### src/rtl/win3_reader_pkg.sv
// Shared types for the sliding-window FIFO read controller:
// FSM encoding, per-pop tag and the window tap count.
package win3_reader_pkg;

  localparam int NUM_TAPS = 3;

  typedef enum logic [1:0] {
    ST_IDLE,
    ST_RUN,
    ST_FLUSH,
    ST_DRAIN
  } state_t;

  typedef struct packed {
    logic keep;
    logic last;
    logic frame_last;
  } win_tag_t;

endpackage

### src/rtl/win3_reader_skid2.sv
// Two-entry valid/ready buffer; the head entry is always presented on the outputs.
module win_skid2 #(
  parameter int WIDTH = 26
) (
  input  logic             clk,
  input  logic             rst,
  input  logic             push,
  input  logic [WIDTH-1:0] push_data,
  output logic [WIDTH-1:0] head_data,
  output logic             head_valid,
  input  logic             head_ready,
  output logic [1:0]       count
);

  logic [WIDTH-1:0] mem_reg [2];
  logic             rd_ptr_reg;
  logic             wr_ptr_reg;
  logic [1:0]       count_reg;
  logic             pop;

  assign head_valid = (count_reg != 2'd0);
  assign head_data  = mem_reg[rd_ptr_reg];
  assign count      = count_reg;
  assign pop        = head_valid & head_ready;

  always_ff @(posedge clk) begin
    if (rst) begin
      for (int i = 0; i < 2; i++) mem_reg[i] <= '0;
      rd_ptr_reg <= 1'b0;
      wr_ptr_reg <= 1'b0;
      count_reg  <= 2'd0;
    end else begin
      if (push) begin
        mem_reg[wr_ptr_reg] <= push_data;
        wr_ptr_reg          <= ~wr_ptr_reg;
      end
      if (pop) rd_ptr_reg <= ~rd_ptr_reg;
      case ({push, pop})
        2'b10:   count_reg <= count_reg + 2'd1;
        2'b01:   count_reg <= count_reg - 2'd1;
        default: count_reg <= count_reg;
      endcase
    end
  end

endmodule

### src/rtl/win3_reader.sv
// Read-side controller for the pop-1/output-3 line FIFO: issues keep/drop pops,
// strips the two trailing pixels per row and buffers kept windows for the PE.
module win3_reader
  import win3_reader_pkg::*;
#(
  parameter int DAT_WIDTH     = 8,
  parameter int FF_ADDR_WIDTH = 3,
  parameter int LEN_WIDTH     = 8
) (
  input  logic                          clk,
  input  logic                          rst,
  input  logic                          start,
  input  logic [LEN_WIDTH-1:0]          row_len,
  input  logic [LEN_WIDTH-1:0]          num_rows,
  output logic                          fifo_rd_req,
  input  logic [NUM_TAPS*DAT_WIDTH-1:0] fifo_rd_data,
  input  logic                          fifo_rd_val,
  input  logic [FF_ADDR_WIDTH:0]        fifo_count,
  input  logic                          fifo_empty,
  output logic [NUM_TAPS*DAT_WIDTH-1:0] win_data,
  output logic                          win_valid,
  input  logic                          win_ready,
  output logic                          win_last,
  output logic                          win_frame_last,
  output logic                          busy,
  output logic                          done,
  output logic                          cfg_err
);

  localparam int WIN_WIDTH = NUM_TAPS * DAT_WIDTH;
  localparam int CNT_WIDTH = FF_ADDR_WIDTH + 1;

  state_t               state_reg, state_next;
  logic [LEN_WIDTH-1:0] col_reg, col_next;
  logic [LEN_WIDTH-1:0] row_reg, row_next;
  logic [LEN_WIDTH-1:0] last_col_reg, last_row_reg;
  logic                 drop_cnt_reg, drop_cnt_next;
  win_tag_t             tag_reg, tag_next;
  logic                 pend_reg;
  logic                 cfg_err_reg;
  logic                 cfg_ok, cfg_load;
  logic [1:0]           buf_cnt;
  logic [WIN_WIDTH+1:0] head;

  assign cfg_ok = (row_len >= LEN_WIDTH'(NUM_TAPS)) && (num_rows != '0);

  always_comb begin
    state_next    = state_reg;
    col_next      = col_reg;
    row_next      = row_reg;
    drop_cnt_next = drop_cnt_reg;
    tag_next      = '0;
    fifo_rd_req   = 1'b0;
    done          = 1'b0;
    cfg_load      = 1'b0;
    case (state_reg)
      ST_IDLE: begin
        if (start && cfg_ok) begin
          cfg_load   = 1'b1;
          col_next   = '0;
          row_next   = '0;
          state_next = ST_RUN;
        end
      end
      ST_RUN: begin
        // An in-flight keep pop already owns a buffer slot.
        if (fifo_count >= CNT_WIDTH'(NUM_TAPS) &&
            (buf_cnt + {1'b0, tag_reg.keep}) < 2'd2) begin
          fifo_rd_req   = 1'b1;
          tag_next.keep = 1'b1;
          col_next      = col_reg + LEN_WIDTH'(1);
          if (col_reg == last_col_reg) begin
            tag_next.last       = 1'b1;
            tag_next.frame_last = (row_reg == last_row_reg);
            drop_cnt_next       = 1'b0;
            state_next          = ST_FLUSH;
          end
        end
      end
      ST_FLUSH: begin
        if (!fifo_empty) begin
          fifo_rd_req = 1'b1;
          if (drop_cnt_reg) begin
            if (row_reg == last_row_reg) begin
              state_next = ST_DRAIN;
            end else begin
              row_next   = row_reg + LEN_WIDTH'(1);
              col_next   = '0;
              state_next = ST_RUN;
            end
          end else begin
            drop_cnt_next = 1'b1;
          end
        end
      end
      ST_DRAIN: begin
        if (buf_cnt == 2'd0 && !pend_reg) begin
          done       = 1'b1;
          state_next = ST_IDLE;
        end
      end
      default: state_next = ST_IDLE;
    endcase
  end

  always_ff @(posedge clk) begin
    if (rst) begin
      state_reg    <= ST_IDLE;
      col_reg      <= '0;
      row_reg      <= '0;
      last_col_reg <= '0;
      last_row_reg <= '0;
      drop_cnt_reg <= 1'b0;
      tag_reg      <= '0;
      pend_reg     <= 1'b0;
      cfg_err_reg  <= 1'b0;
    end else begin
      state_reg    <= state_next;
      col_reg      <= col_next;
      row_reg      <= row_next;
      drop_cnt_reg <= drop_cnt_next;
      tag_reg      <= tag_next;
      pend_reg     <= fifo_rd_req;
      cfg_err_reg  <= start && (state_reg == ST_IDLE) && !cfg_ok;
      if (cfg_load) begin
        last_col_reg <= row_len - LEN_WIDTH'(NUM_TAPS);
        last_row_reg <= num_rows - LEN_WIDTH'(1);
      end
    end
  end

  win_skid2 #(
    .WIDTH(WIN_WIDTH + 2)
  ) u_skid (
    .clk       (clk),
    .rst       (rst),
    .push      (fifo_rd_val & tag_reg.keep),
    .push_data ({fifo_rd_data, tag_reg.last, tag_reg.frame_last}),
    .head_data (head),
    .head_valid(win_valid),
    .head_ready(win_ready),
    .count     (buf_cnt)
  );

  assign win_data       = head[WIN_WIDTH+1:2];
  assign win_last       = head[1] & win_valid;
  assign win_frame_last = head[0] & win_valid;
  assign busy           = (state_reg != ST_IDLE);
  assign cfg_err        = cfg_err_reg;

endmodule

### config.mk
export PLATFORM = sky130hd
export DESIGN_NAME = win3_reader
export DESIGN_NICKNAME = d
export VERILOG_FILES = /design/src/rtl/win3_reader_pkg.sv /design/src/rtl/win3_reader_skid2.sv /design/src/rtl/win3_reader.sv
export SDC_FILE = /design/constraint.sdc
export NUM_CORES = 1
export LEC_CHECK = 0
export CORE_ASPECT_RATIO = 1.1
export CORE_MARGIN = 2
export CORE_UTILIZATION = 53
export CTS_CLUSTER_DIAMETER = 100
export DETAILED_ROUTE_END_ITERATION = 7
export HOLD_SLACK_MARGIN = 0.12
export PLACE_DENSITY = 0.84
export SETUP_SLACK_MARGIN = 0.5
export SLEW_MARGIN = 15
export SYNTH_ARGS = -nofsm -noshare
export SYNTH_HDL_FRONTEND = slang
export SYNTH_HIERARCHICAL = 1
export SYNTH_SLANG_ARGS = --single-unit
### constraint.sdc
create_clock -name clk -period 2.7 [get_ports clk]
set_input_delay 0.54 -clock clk [delete_from_list [all_inputs] [get_ports clk]]
set_output_delay 0.54 -clock clk [all_outputs]
set_load 0.005 [all_outputs]
==> metrics.cfg <==
[pwr]
p_leak_uw=0.00276
p_total_uw=4420
powerDensity_nw_per_um2=675
ir_drop_v=0.000389

[cells_and_area]
area_delta_synth_final_pct=36.8
drive_gt1_share_pct=23.6
largest_register_ffs=52
design_area_um2=6550
fillers=598
fin_cells=708
multiInputGateArea_um2=2370
num_antenna_cells=0
final_nets=649
regArea_um2=2480

[yosys]
yosysUniqueCellTypes=50
synth.yosys.warnings=6
synth_cells=462
synth_flop_cell=edfxtp_1
synth_edf_count=52
synth_top_cell_by_area=edfxtp_1
synth_top_area_share_pct=32.6
syn_avg_cell_area_um2=10.4
ys_async_sr_fraction_pct=0
seq_area_frac_synth_pct=51.5
synth_seq_cells=97
synth.top_cells.by_area=edfxtp_1, dfxtp_1, nor2_1, mux2_2, nand2b_1
synthTopCellsByCount=nor2_1, edfxtp_1, dfxtp_1, nand2b_1, mux2_2
synth.most_common_cell=nor2_1
synthesis.area_um2=4790
synth.net_count=522

[grt]
gr-total-overflow=0
track_usage_pct=21.8
grt_pass1_wl_um=17100
grt_pass1_vias=3784
grt_antenna_before_repair=0
grt_max_degree=29

[detailed_routing]
drc=0
wire_per_inst_um=16.6
vias=4102
firstDrtPassIters=4
finalWirelength_um=11800
antenna_left=0
viasPerCell=5.79
drt-initial-drc-count=169

[critical_path]
crit_fanout=12
path_class=reg2out
cp_num_buf_inv=2
required_ns=2.16
slowest_stage=clkdlybuf4s50_1
max_stage_delay_ns=0.44
crit_arrival_ns=1.67
path_cells=buf_12 -> mux2_2 -> clkdlybuf4s50_1
critical-path-top-delay-family=buffers and inverters
startpoint_type=register
worstSetupEndpointType=output port

[hold_path]
hp-class=reg2reg

[timing]
worstMarginPinSlew_ns=0.476
setup_tns_ns=0
rsz0062_at_grt=yes
hold_viol=0
slew_headroom_pct=68.3
setup_viol=0
layout_min_cycle_time_ns=2.21
slew_viol_final=0
clock.fmax_mhz=452
fin_skew_ns=0.00898
min_period_over_period_pct=82.0

[clock_network]
clock_path_buffers=2
path_clk_slew_ns=0.09
hold_buffers=0
cts_sinks=97
htreeDepth=3
cts-root-buf=clkbuf_8
cts_buffers=9
cts_tree=done
clkLatencyLatePin_ns=0.37

[placement]
dp_hpwl_um=7290
placed_cell_area_um2=5870
port_buffers=80
dp.cells=664
finalWeightedCongestion=0.802

[die]
rows=36
die_h_um=104
io_pins=81
die_width_um=94.6
die_area_um2=9810
initial_core_util_pct=54.2
coreArea_um2=8830

[outcome]
status=finished, final reports clean

[flow_run]
drv_cap=0

## stage by stage
stage | utilization, % | hold slack [ns] | setup slack, ns
2_1_floorplan | - | 0.444 | 0.524
3_3_place_gp | 66.5 | 0.456 | -0.0589
3_5_place_dp | 66.5 | 0.470 | -0.148
4_1_cts | 70.6 | 0.483 | 0.415
5_1_grt | 74.2 | 0.502 | 0.437
6_report | 74.2 | 0.488 | 0.486
## what timing repair did
item                       CTS  global route
setup endpoints to repair   46            38
gates resized for setup     57            45
setup buffers                9            19
pin swaps                   11             8
hold endpoints to repair     0             0
## tightest hold or removal path: stages (launching register included)
cell and delay [ns]:
dfxtp_1 0.33, nand2_1 0.06, a21oi_1 0.06
## cell families (layout without fill, tap and decap cells)
logic type	count (synthesis)	in the layout	share of synthesized area [%]
AND/OR/NAND/NOR	187	187	19.7
flip-flops	97	97	51.5
AO/OA/AOI/OAI	71	71	10.7
buffers and inverters	38	170	3.24
XOR/XNOR	30	30	5.49
multiplexers	29	29	6.75
adder cells (fa/ha/maj)	10	10	2.61
## cell type report
class / instances / area share, %
repair buffers: 140 / 19.9
flip-flops and latches: 97 / 37.9
well taps: 114 / 2.18
multi-input cells: 327 / 36.1
inverters: 14 / 0.879
clock buffers: 10 / 1.95
clock inverters: 6 / 1.05
## routing by layer
metal | GRT usage, % | part of all wire (%) | up-vias
met4 | 6.52 | 2.6 | 0
met5 | 0 | 0 | -
met2 | 39.5 | 53 | 158
li1 | - | - | 1928
met1 | 25.5 | 38 | 1986
met3 | 4.65 | 6.4 | 30
## power breakdown
group	switching (µW)	internal, µW	total, µW	leakage [µW]
Clock	510	432	942	0.0000981
Sequential	115	1720	1840	0.000909
Combinational	821	816	1640	0.00176
Total	1450	2970	4420	0.00276
## path summary, 6_finish.rpt
path                           from                end  slack [ns]  depth (start not counted)
setup / recovery           register       win_data[15]        0.49                          3
hold / removal    u_skid/wr_ptr_reg  u_skid/wr_ptr_reg        0.49                          2
setup reg to reg       state_reg[1]         col_reg[0]        0.61                          8
hold reg to reg   u_skid/wr_ptr_reg  u_skid/wr_ptr_reg        0.49                          2
## cell usage in the layout, fill, tap and decap left out, drive strengths merged, types with 4 or more instances in the layout
cell	count
a211oi	14
a21oi	18
a32o	5
and2	4
and3	6
buf	61
clkbuf	10
clkdlybuf4s50	34
clkinv	6
dfxtp	45
dlygate4sd2	21
dlymetal6s2s	22
edfxtp	52
ha	10
inv	13
mux2	26
nand2	14
nand2b	31
nand3	11
nor2	80
nor3	9
nor3b	5
nor4	8
o21ai	5
o31ai	9
o41ai	4
or4	5
xnor2	10
xor2	20
Power figures use the tool's default switching activity.
